<file path="src/rtl/mmio_uart_pkg.sv">
// Shared definitions for the memory-mapped UART transmitter: register offsets,
// STATUS bit positions and transmitter state encoding.
// Optional feature macro: UART_TX_PARITY_EN (adds an even-parity bit to each frame).
package mmio_uart_pkg;

    localparam logic [3:0] TXDATA_OFS = 4'h0;
    localparam logic [3:0] STATUS_OFS = 4'h8;

    localparam int STAT_FULL_BIT  = 0;
    localparam int STAT_EMPTY_BIT = 1;
    localparam int STAT_BUSY_BIT  = 2;
    localparam int STAT_OVF_BIT   = 3;
    localparam int STAT_COUNT_LSB = 8;

    typedef enum logic [2:0] {
        ST_IDLE   = 3'd0,
        ST_START  = 3'd1,
        ST_DATA   = 3'd2,
`ifdef UART_TX_PARITY_EN
        ST_PARITY = 3'd4,
`endif
        ST_STOP   = 3'd3
    } tx_state_e;

endpackage

</file>
<file path="src/rtl/mmio_uart_tx_if.sv">
// Memory-stage bus seen by the UART register window.
interface mmio_uart_tx_if;
    logic [63:0] addr;
    logic [63:0] wdata;
    logic        wmem;
    logic [2:0]  funct3;
    logic [63:0] rdata;
    logic        hit;

    modport master (output addr, wdata, wmem, funct3, input rdata, hit);
    modport slave  (input addr, wdata, wmem, funct3, output rdata, hit);
endinterface

</file>
<file path="src/rtl/uart_tx_fifo.sv">
// Byte FIFO for the UART transmitter. Head byte is presented combinationally;
// push while full and pop while empty are ignored.
module uart_tx_fifo #(
    parameter int DEPTH = 16
) (
    input  logic                   clk,
    input  logic                   rst,
    input  logic                   push_i,
    input  logic [7:0]             data_i,
    input  logic                   pop_i,
    output logic [7:0]             data_o,
    output logic                   full_o,
    output logic                   empty_o,
    output logic [$clog2(DEPTH):0] count_o
);
    localparam int AW = $clog2(DEPTH);

    logic [7:0]    mem_q [DEPTH];
    logic [AW-1:0] wr_ptr_q, rd_ptr_q;
    logic [AW:0]   count_q, count_d;
    logic          do_push, do_pop;

    assign full_o  = (count_q == (AW+1)'(DEPTH));
    assign empty_o = (count_q == '0);
    assign count_o = count_q;
    assign data_o  = mem_q[rd_ptr_q];
    assign do_push = push_i && !full_o;
    assign do_pop  = pop_i && !empty_o;

    // Occupancy update for simultaneous push/pop
    always_comb begin
        count_d = count_q;
        case ({do_push, do_pop})
            2'b10:   count_d = count_q + (AW+1)'(1);
            2'b01:   count_d = count_q - (AW+1)'(1);
            default: count_d = count_q;
        endcase
    end

    // Pointer and occupancy registers
    always_ff @(posedge clk or posedge rst) begin
        if (rst) begin
            wr_ptr_q <= '0;
            rd_ptr_q <= '0;
            count_q  <= '0;
        end else begin
            if (do_push) wr_ptr_q <= wr_ptr_q + AW'(1);
            if (do_pop)  rd_ptr_q <= rd_ptr_q + AW'(1);
            count_q <= count_d;
        end
    end

    // Storage array, no reset needed since occupancy gates every read
    always_ff @(posedge clk) begin
        if (do_push) mem_q[wr_ptr_q] <= data_i;
    end
endmodule

</file>
<file path="src/rtl/mmio_uart_tx.sv">
// Memory-mapped UART transmitter: TXDATA/STATUS register window, TX FIFO and
// serial framing FSM (8N1, or 8E1 when UART_TX_PARITY_EN is defined).
module mmio_uart_tx
    import mmio_uart_pkg::*;
#(
    parameter logic [63:0] BASE_ADDR    = 64'h0000_0000_1000_0000,
    parameter int          CLKS_PER_BIT = 868,
    parameter int          FIFO_DEPTH   = 16
) (
    input  logic          clk,
    input  logic          rst,
    mmio_uart_tx_if.slave bus,
    output logic          tx
);
    localparam int CNT_W = (CLKS_PER_BIT > 1) ? $clog2(CLKS_PER_BIT) : 1;
    localparam logic [CNT_W-1:0] CNT_LOAD = CNT_W'(CLKS_PER_BIT - 1);
    localparam int FCW = $clog2(FIFO_DEPTH) + 1;

    logic [63:0]    offset;
    logic           in_win, store_ok, wr_txdata, wr_status;
    logic           push, pop, full, empty, overflow;
    logic [7:0]     head;
    logic [FCW-1:0] count;
    logic [7:0]     count8;
    logic [63:0]    status;
    logic           ovf_q, ovf_d;

    tx_state_e      state_q, state_d;
    logic [CNT_W-1:0] cnt_q, cnt_d;
    logic [2:0]     idx_q, idx_d;
    logic [7:0]     data_q, data_d;
    logic           tx_q, tx_d;
    logic           bit_done;

    assign offset    = bus.addr - BASE_ADDR;
    assign in_win    = (offset < 64'd16);
    // Only store encodings (SB/SH/SW/SD, funct3[2]=0) qualify as register writes
    assign store_ok  = bus.wmem && !bus.funct3[2];
    assign wr_txdata = store_ok && in_win && (offset[3:0] == TXDATA_OFS);
    assign wr_status = store_ok && in_win && (offset[3:0] == STATUS_OFS);
    // FULL is the pre-pop value, so a write while full is lost even if a pop frees a slot
    assign push      = wr_txdata && !full;
    assign overflow  = wr_txdata && full;
    assign count8    = (32'(count) > 32'd255) ? 8'hFF : 8'(count);

    uart_tx_fifo #(.DEPTH(FIFO_DEPTH)) u_fifo (
        .clk     (clk),
        .rst     (rst),
        .push_i  (push),
        .data_i  (bus.wdata[7:0]),
        .pop_i   (pop),
        .data_o  (head),
        .full_o  (full),
        .empty_o (empty),
        .count_o (count)
    );

    // STATUS assembly and read mux
    always_comb begin
        status = '0;
        status[STAT_FULL_BIT]  = full;
        status[STAT_EMPTY_BIT] = empty;
        status[STAT_BUSY_BIT]  = (state_q != ST_IDLE);
        status[STAT_OVF_BIT]   = ovf_q;
        status[STAT_COUNT_LSB +: 8] = count8;
        bus.hit   = in_win;
        bus.rdata = (in_win && offset[3:0] == STATUS_OFS) ? status : 64'd0;
        ovf_d = ovf_q;
        if (overflow)       ovf_d = 1'b1;
        else if (wr_status) ovf_d = 1'b0;
    end

    assign bit_done = (cnt_q == '0);

    // Framing FSM: next state, bit timer, bit index and serial output
    always_comb begin
        state_d = state_q;
        cnt_d   = cnt_q;
        idx_d   = idx_q;
        data_d  = data_q;
        tx_d    = tx_q;
        pop     = 1'b0;
        case (state_q)
            ST_IDLE: begin
                tx_d = 1'b1;
                if (!empty) begin
                    pop = 1'b1; data_d = head; idx_d = '0;
                    cnt_d = CNT_LOAD; tx_d = 1'b0; state_d = ST_START;
                end
            end
            ST_START: begin
                if (bit_done) begin
                    cnt_d = CNT_LOAD; idx_d = '0; tx_d = data_q[0]; state_d = ST_DATA;
                end else cnt_d = cnt_q - CNT_W'(1);
            end
            ST_DATA: begin
                if (bit_done) begin
                    cnt_d = CNT_LOAD;
                    if (idx_q == 3'd7) begin
`ifdef UART_TX_PARITY_EN
                        tx_d = ^data_q; state_d = ST_PARITY;
`else
                        tx_d = 1'b1; state_d = ST_STOP;
`endif
                    end else begin
                        idx_d = idx_q + 3'd1; tx_d = data_q[idx_q + 3'd1];
                    end
                end else cnt_d = cnt_q - CNT_W'(1);
            end
`ifdef UART_TX_PARITY_EN
            ST_PARITY: begin
                if (bit_done) begin
                    cnt_d = CNT_LOAD; tx_d = 1'b1; state_d = ST_STOP;
                end else cnt_d = cnt_q - CNT_W'(1);
            end
`endif
            ST_STOP: begin
                if (bit_done) begin
                    if (!empty) begin
                        pop = 1'b1; data_d = head; idx_d = '0;
                        cnt_d = CNT_LOAD; tx_d = 1'b0; state_d = ST_START;
                    end else begin
                        cnt_d = '0; tx_d = 1'b1; state_d = ST_IDLE;
                    end
                end else cnt_d = cnt_q - CNT_W'(1);
            end
            default: begin
                cnt_d = '0; idx_d = '0; tx_d = 1'b1; state_d = ST_IDLE;
            end
        endcase
    end

    // State registers; reset aborts any frame in flight
    always_ff @(posedge clk or posedge rst) begin
        if (rst) begin
            state_q <= ST_IDLE;
            cnt_q   <= '0;
            idx_q   <= '0;
            data_q  <= '0;
            tx_q    <= 1'b1;
            ovf_q   <= 1'b0;
        end else begin
            state_q <= state_d;
            cnt_q   <= cnt_d;
            idx_q   <= idx_d;
            data_q  <= data_d;
            tx_q    <= tx_d;
            ovf_q   <= ovf_d;
        end
    end

    assign tx = tx_q;
endmodule

</file>
<file path="src/flat_wrapper.sv">
// flat-port wrapper written by rule: the top's interface ports become plain ports
module mmio_uart_tx_flat import mmio_uart_pkg::*;
#(
    parameter logic [63:0] BASE_ADDR    = 64'h0000_0000_1000_0000,
    parameter int          CLKS_PER_BIT = 868,
    parameter int          FIFO_DEPTH   = 16
)
  (clk, rst, tx, bus_addr, bus_wdata, bus_wmem, bus_funct3, bus_rdata, bus_hit);
  mmio_uart_tx_if bus_i ();
  input  logic clk;
  input  logic rst;
  output logic tx;
  input wire logic [$bits(bus_i.addr)-1:0] bus_addr;
  input wire logic [$bits(bus_i.wdata)-1:0] bus_wdata;
  input wire logic [$bits(bus_i.wmem)-1:0] bus_wmem;
  input wire logic [$bits(bus_i.funct3)-1:0] bus_funct3;
  output wire logic [$bits(bus_i.rdata)-1:0] bus_rdata;
  output wire logic [$bits(bus_i.hit)-1:0] bus_hit;
  assign bus_i.addr = bus_addr;
  assign bus_i.wdata = bus_wdata;
  assign bus_i.wmem = bus_wmem;
  assign bus_i.funct3 = bus_funct3;
  assign bus_rdata = bus_i.rdata;
  assign bus_hit = bus_i.hit;
  mmio_uart_tx #(.BASE_ADDR(BASE_ADDR), .CLKS_PER_BIT(CLKS_PER_BIT), .FIFO_DEPTH(FIFO_DEPTH)) u_core (.clk(clk), .rst(rst), .bus(bus_i), .tx(tx));
endmodule
</file>
<file path="config.mk">
export PLATFORM = sky130hd
export DESIGN_NAME = mmio_uart_tx_flat
export DESIGN_NICKNAME = d
export VERILOG_FILES = /design/src/rtl/mmio_uart_pkg.sv /design/src/rtl/mmio_uart_tx_if.sv /design/src/rtl/uart_tx_fifo.sv /design/src/rtl/mmio_uart_tx.sv /design/src/flat_wrapper.sv
export SDC_FILE = /design/constraint.sdc
export NUM_CORES = 1
export LEC_CHECK = 0
export BUFFER_PORTS_ARGS = -buffer_cell sky130_fd_sc_hd__buf_2
export CAP_MARGIN = 10
export CORE_ASPECT_RATIO = 0.75
export CORE_UTILIZATION = 45
export DETAILED_ROUTE_END_ITERATION = 7
export GPL_TIMING_DRIVEN = 0
export PLACE_DENSITY = 0.69
export SETUP_SLACK_MARGIN = 0.05
export SLEW_MARGIN = 20
export SYNTH_ARGS = -nofsm -noshare
export SYNTH_HDL_FRONTEND = slang
export SYNTH_SLANG_ARGS = --single-unit
</file>
<file path="constraint.sdc">
create_clock -name clk -period 4.42 [get_ports clk]
set_input_delay 0.884 -clock clk [delete_from_list [all_inputs] [get_ports clk]]
set_output_delay 0.884 -clock clk [all_outputs]
set_load 0.05 [all_outputs]
</file>
==> flow_summary_export.csv, run 1 <==
group,metric,value,unit
synthesis,synth_enable_flop_cells,128,
setup_path,cp_max_fo,10,
grt,grt_antenna_before_repair,0,
cells_and_area,post-route-util,0.562,
die,dieArea,18400,um^2
timing,rsz0062_at_grt,"false",
synthesis,yosys_warnings,0,
die,io_pins,200,
timing,finalSetupViolCount,0,
die,die_h,118,um
synthesis,synthArstFlopShare,0.229,
pwr,pwr-share-clk,0.428,
pwr,power.internal,2.59,mW
synthesis,synthAdderAreaFrac,0.0290,
routing,ant_nets,0,
die,coreArea,17100,um^2
cells_and_area,final_cells,960,
cts,clock_latency,0.43,ns
cts,cts_buffers,17,
setup_path,worstPathBufferInverterCount,3,
synthesis,syn_avg_cell_area,14.5,um^2
pwr,swShare,0.224,
routing,drt_wl_total,16600,um
routing,dr.pass1.iters,5,
setup_path,path_cells,"buf_2, or4_4, or4_4, nor3_2, o2111ai_4, nor3_2, buf_4, and4_2, clkbuf_4",
cells_and_area,final_nets,863,
cts,cts_max_path_buffers,2,
pwr,p_seq_frac,0.504,
synthesis,synth_xor_area_frac,0.0120,
timing,slew_headroom,0.433,
placed_design,dp_cells,928,
run,max-cap-violations,0,
synthesis,yosys.area_share.simple,0.106,
setup_path,worstSetupPathType,"in2out",
timing,max_freq,237,MHz
synthesis,muxShareOfSynthArea,0.119,
setup_path,cp-endpoint,"bus_rdata[10]",
outcome,status,"finished clean",
pwr,ir_drop,0.206,mV
routing,drtIter0Drc,275,
synthesis,syn_inst,551,
cts,path_clk_slew,0.07,ns
setup_path,worstSetupStartpoint,"bus_addr[45]",
setup_path,r2r_cells,15,
die,initial_core_util,0.468,
pwr,power.density,347,nW/um^2
cts,cts_tree,"built",
pwr,power_leakage,3.94,nW
routing,wire_per_inst,17.3,um
synthesis,ys_seq_elements,166,
die,rows,41,
synthesis,synth_cell_types,59,
cts,root_buffer,"clkbuf_16",
timing,fin_setup_tns,0,ns
cts,numClockSinks,166,
placed_design,globalplace.congestion,0.900,
routing,num_vias,5082,
timing,worstMarginPinSlew,0.845,ns
die,die_w,156,um
timing,maxSlewViolCount,0,
cts,h-tree-depth,4,
routing,drcViolationCount,0,
setup_path,rr_endpoint,"u_core.u_fifo.count_o[4]",
synthesis,syn_area,8020,um^2
setup_path,critPathSlowestCell,"or4_4",
timing,finalCritPeriodShare,0.956,
pwr,combPwrFrac,0.068,
placed_design,port_buffers,86,
cts,cts_hold_buf,0,
synthesis,synth_ff_type,"edfxtp_1",
cells_and_area,layout_common_cells,"edfxtp_1 (128), buf_2 (81), buf_4 (60)",
setup_path,path_delay_family,"simple AND/OR/NAND/NOR gates",
timing,hold_viol_final,0,
setup_path,worst_setup_path_end_kind,"primary output",
setup_path,crit_required,3.54,ns
timing,period_needed,4.23,ns
synthesis,synth_sequential_area_ratio,0.598,
setup_path,r2r_slack,0.65,ns
cells_and_area,layout_commonest_cell,"edfxtp_1",
setup_path,reg2reg_from,"u_core.cnt_q[0]",
cells_and_area,areaGrowthSynthToFinish,20.2,%
setup_path,worst_setup_path_start_kind,"input port",
placed_design,hpwl,12400,um
grt,first_global_vias,5040,
setup_path,path_depth,9,
grt,grt_start_max_net_pins,24,
grt,grt.total_usage,0.192,
hold_path,hp-class,"in2async",
cts,cts_setup_buffers,0,
synthesis,synth_top_family_by_area,"multiplexers",
grt,grt_pass1_wl,26400,um
synthesis,synth_compound_area_frac,0.0651,
setup_path,cp.arrival,3.34,ns
grt,grt_overflow,0,
cells_and_area,drive_gt1_frac,0.341,
timing,skew,0.00834,ns
pwr,p_sw,0.748,mW
routing,vias_per_cell,5.29,
setup_path,slowest_delay,0.55,ns
cells_and_area,diodes,0,
## Yosys cell counts (all sizes together) (4+ instances only)
cell type,number,area share
buf,64,0.058
and2,7,0.0055
a21o,8,0.0075
edfxtp,128,0.48
mux2,8,0.011
nor3,15,0.013
xnor2,5,0.0055
xor2,6,0.0066
nand2b,4,0.0031
o31ai,6,0.0056
a22o,5,0.0055
nand3,7,0.0044
a211oi,7,0.0066
inv,19,0.0089
nor4,15,0.012
a222oi,4,0.0050
and4,9,0.011
clkbuf,8,0.0037
or4,4,0.0047
mux4,34,0.096
a21oi,14,0.0087
nand4,4,0.0031
nor2b,4,0.0031
o21ai,17,0.011
nor2,18,0.0084
mux2i,10,0.012
or2,4,0.0031
dfrtp,37,0.12
and3,18,0.014
ha,17,0.027
nand2,17,0.0080
## registers in the layout (all words and copies together), names as in the netlist
register	count
u_core.u_fifo.wr_ptr_q	4
u_core.idx_q	3
u_core.u_fifo.count_o	5
u_core.u_fifo.mem_q	128
u_core.tx	1
u_core.u_fifo.rd_ptr_q	4
u_core.data_q	8
u_core.cnt_q	10
u_core.state_q	2
u_core.ovf_q	1
## per-stage QoR
| step | cell area [um^2] | total power, mW | worst slack, ns | hold WS [ns] |
|---|---|---|---|---|
| 2_1_floorplan | 8220 | 1.87 | 0.315 | 0.462 |
| 3_5_place_dp | 8970 | 1.94 | -0.201 | 0.494 |
| 4_1_cts | 9570 | 3.35 | 0.0609 | 0.441 |
| 3_3_place_gp | 8940 | 1.93 | -0.116 | 0.481 |
| 6_report | 9630 | 3.34 | 0.194 | 0.441 |
| 5_1_grt | 9630 | 3.43 | 0.0721 | 0.467 |
## worst min path at each step
| stage | cells after the start | slack [ns] | startpoint | end |
|---|---|---|---|---|
| CTS | 2 | 0.44 | rst | u_core.cnt_q[1] |
| global route | 2 | 0.47 | rst | u_core.cnt_q[0] |
| floorplan | 2 | 0.46 | u_core.cnt_q[4] | u_core.cnt_q[4] |
| finish | 2 | 0.44 | rst | u_core.cnt_q[1] |
| detailed placement | 1 | 0.49 | u_core.u_fifo.rd_ptr_q[3] | u_core.u_fifo.rd_ptr_q[3] |
| global placement | 2 | 0.48 | u_core.cnt_q[4] | u_core.cnt_q[4] |
## power groups by stage
stage / clock (mW) / sequential [mW] / combinational (mW)
2_1_floorplan: 0 / 1.72 / 0.159
3_3_place_gp: 0 / 1.71 / 0.214
3_5_place_dp: 0 / 1.71 / 0.221
4_1_cts: 1.45 / 1.68 / 0.222
5_1_grt: 1.51 / 1.68 / 0.240
6_report: 1.43 / 1.68 / 0.225
## layout make-up
type / instances / area, um^2
tap: 236 / 295
fill: 1392 / 7500
timing repair buffer: 87 / 478
inverter: 19 / 71.3
sequential: 166 / 4800
buffer: 72 / 492
clock inverter: 9 / 92.6
multi-input combinational: 348 / 2920
clock buffer: 23 / 488
## logic make-up after synthesis
group,count (synthesis)
and+or+nand+nor,136
adders and majority gates,18
DFF,166
xor gates and xnor gates,11
other,1
muxes,52
AOI/OAI and AO/OA,76
buffers and inverters,91
## per-layer routing
layer | share of wire | GRT usage | wire length (um)
met5 | 0 | 0 | 0
met4 | 0.020 | 0.0790 | 326
met3 | 0.057 | 0.0431 | 940
met2 | 0.49 | 0.313 | 8140
met1 | 0.43 | 0.249 | 7220
## what timing repair did
item | 4_1_cts | 5_1_grt
pin swaps | 0 | 2
endpoints found under the setup margin | 8 | 11
gates resized for setup | 2 | 19
## worst register-to-register path, stage by stage (launching register included)
cell and delay (ns):
dfrtp_1 0.41, inv_1 0.07, ha_1 0.17, nor4b_1 0.42
and3_1 0.30, a21oi_1 0.08, nor3_1 0.66, ha_1 0.39
inv_1 0.11, fa_1 0.40, inv_1 0.08, a21o_1 0.13
a21oi_1 0.08, xnor2_1 0.13, nor2_1 0.06, xor2_1 0.15
Power figures use the tool's default switching activity.
==> run 2: changes to the inputs <==
--- a/config.mk
+++ b/config.mk
@@ -8,10 +8,10 @@
 export BUFFER_PORTS_ARGS = -buffer_cell sky130_fd_sc_hd__buf_2
 export CAP_MARGIN = 10
 export CORE_ASPECT_RATIO = 0.75
-export CORE_UTILIZATION = 45
+export CORE_UTILIZATION = 54
 export DETAILED_ROUTE_END_ITERATION = 7
 export GPL_TIMING_DRIVEN = 0
-export PLACE_DENSITY = 0.69
+export PLACE_DENSITY = 0.81
 export SETUP_SLACK_MARGIN = 0.05
 export SLEW_MARGIN = 20
 export SYNTH_ARGS = -nofsm -noshare
==> run 2 against run 1 <==
  * Sequential share of layout area grew 0.25 points
  * Clock-buffer cell count shrank 6
  * Clock power is essentially flat
  * Global-route usage grew 3.9 points
  * Maximum frequency shrank 1.7%
  * Wire length grew 2.2%
  * Via count grew 2.6%
  * Cell area shrank 0.51%
  * Cell count shrank 3.8%
  * Die area shrank 16%
  * Critical endpoint is now bus_rdata[0]
==> flow_summary_export.csv, run 2 (synthesis results as in run 1) <==
group,metric,value,unit
outcome,status,"finished clean",
setup_path,r2r_cells,15,
timing,finalSetupViolCount,0,
setup_path,worstSetupPathType,"in2out",
cells_and_area,largestRegisters,"u_core.u_fifo.mem_q x128, u_core.cnt_q x10, u_core.data_q x8",
cells_and_area,layout_commonest_cell,"edfxtp_1",
timing,slew_headroom,0.395,
cts,path_clk_slew,0.06,ns
timing,max_freq,233,MHz
die,dieArea,15300,um^2
cells_and_area,fill_cells,1026,
pwr,power_leakage,3.95,nW
setup_path,path_cells,"buf_2, or4_4, or4_4, nor4_4, nor3_4, nor3_2, buf_4, and4_2, clkbuf_4",
placed_design,port_buffers,86,
setup_path,slowest_delay,0.55,ns
setup_path,r2r_slack,0.59,ns
grt,grt_antenna_before_repair,0,
pwr,power.density,352,nW/um^2
cells_and_area,final_nets,863,
die,die_w,143,um
grt,first_global_vias,4974,
cells_and_area,fin_area,9580,um^2
setup_path,cp.arrival,3.41,ns
grt,grt.total_usage,0.232,
die,coreArea,14500,um^2
die,rows,38,
routing,num_vias,5213,
grt,grt_pass1_wl,25700,um
setup_path,reg2reg_from,"u_core.cnt_q[0]",
routing,drt_wl_total,17000,um
setup_path,worst_setup_path_start_kind,"input port",
cells_and_area,regMostFlops,"u_core.u_fifo.mem_q",
pwr,ir_drop,0.235,mV
routing,drcViolationCount,0,
routing,drtIter0Drc,391,
timing,hold_viol_final,0,
die,die_h,108,um
setup_path,critPathSlowestCell,"or4_4",
cts,root_buffer,"clkbuf_16",
pwr,swShare,0.220,
grt,grt_overflow,0,
routing,dr.pass1.iters,6,
cells_and_area,layout_common_cells,"edfxtp_1 (128), buf_2 (81), buf_4 (57)",
setup_path,rr_endpoint,"u_core.u_fifo.count_o[4]",
cells_and_area,post-route-util,0.661,
pwr,pwr-share-clk,0.434,
timing,maxSlewViolCount,0,
pwr,p_seq_frac,0.499,
routing,ant_nets,0,
hold_path,hp-class,"in2async",
cells_and_area,areaGrowthSynthToFinish,19.5,%
setup_path,cp_max_fo,10,
routing,wire_per_inst,18.4,um
cts,h-tree-depth,4,
setup_path,path_common_cell,"or4_4",
placed_design,globalplace.congestion,0.945,
timing,fin_setup_tns,0,ns
placed_design,dp_cells,892,
pwr,power.internal,2.63,mW
cts,cts_buffers,17,
grt,grt_start_max_net_pins,22,
placed_design,place_area,8930,um^2
die,initial_core_util,0.553,
setup_path,path_delay_family,"simple AND/OR/NAND/NOR gates",
cells_and_area,diodes,0,
setup_path,crit_required,3.54,ns
cts,cts_max_path_buffers,2,
cells_and_area,largest_reg_flops,128,
setup_path,worst_setup_path_end_kind,"primary output",
cells_and_area,final_cells,924,
timing,skew,0.00672,ns
timing,rsz0062_at_grt,"false",
die,io_pins,200,
pwr,p_sw,0.741,mW
cts,cts_tree,"built",
timing,worstMarginPinSlew,0.901,ns
setup_path,worstPathBufferInverterCount,3,
run,max-cap-violations,0,
cts,numClockSinks,166,
timing,finalCritPeriodShare,0.972,
routing,vias_per_cell,5.64,
cts,clock_latency,0.43,ns
cells_and_area,drive_gt1_frac,0.337,
timing,period_needed,4.30,ns
pwr,combPwrFrac,0.067,
placed_design,hpwl,12200,um
## run 2: cell types whose count changed in the layout (fill, tap and decap cells not counted), sizes merged
| cell | before | now |
|---|---|---|
| inv | 21 | 20 |
| bufinv | 1 | 3 |
| clkbuf | 35 | 32 |
| clkinvlp | 3 | 1 |
| buf | 147 | 144 |
| clkinv | 3 | 10 |
## run 2: area by class of cell
| type | count | area (um^2) | share of cell area |
|---|---|---|---|
| Buffer | 72 | 492 | 0.0513 |
| Clock buffer | 17 | 425 | 0.0444 |
| Clock inverter | 15 | 161 | 0.0168 |
| Inverter | 19 | 71.3 | 0.00744 |
| Multi-Input combinational cell | 348 | 2910 | 0.303 |
| Sequential cell | 166 | 4800 | 0.501 |
| Tap cell | 200 | 250 | 0.0261 |
| Timing Repair Buffer | 87 | 478 | 0.0499 |
## run 2: power groups by stage
| stage | Combinational [mW] | Clock [mW] | Sequential (mW) |
|---|---|---|---|
| detailed placement | 0.220 | 0 | 1.71 |
| global placement | 0.212 | 0 | 1.71 |
| finish | 0.225 | 1.46 | 1.68 |
| global route | 0.240 | 1.54 | 1.68 |
| floorplan | 0.159 | 0 | 1.72 |
| CTS | 0.220 | 1.48 | 1.68 |
## run 2: stage by stage
stage | total power, mW | hold WS (ns) | worst slack (ns)
2_1_floorplan | 1.87 | 0.462 | 0.315
5_1_grt | 3.46 | 0.505 | 0.0497
4_1_cts | 3.38 | 0.477 | 0.0779
6_report | 3.37 | 0.468 | 0.122
3_5_place_dp | 1.93 | 0.492 | -0.248
3_3_place_gp | 1.93 | 0.485 | -0.0244
## run 2: how the worst max path moves through the flow
stage,from,to,cells after the start
final,bus_addr[45],bus_rdata[0],9
after global routing,bus_addr[45],bus_rdata[8],9
after CTS,bus_addr[45],bus_rdata[1],9
after detailed placement,bus_addr[32],u_core.u_fifo.count_o[4],17
after global placement,bus_addr[45],u_core.u_fifo.count_o[4],15
after floorplan,bus_addr[45],u_core.u_fifo.count_o[4],14
## run 2: layer usage
layer  up-vias  global-route usage  routed length (um)
met5         -                   0                   0
met4         0              0.0791                 199
met3        22              0.0543                1290
met2       271               0.395                8540
met1      2558               0.292                6970
li1       2362                   -                   -
## run 2: what timing repair did
item	in CTS	in global routing
gates resized for setup	1	15
hold buffers	0	0
pin swaps	0	1
setup buffers	0	0
hold endpoints to repair	0	0
setup endpoints to repair	8	8
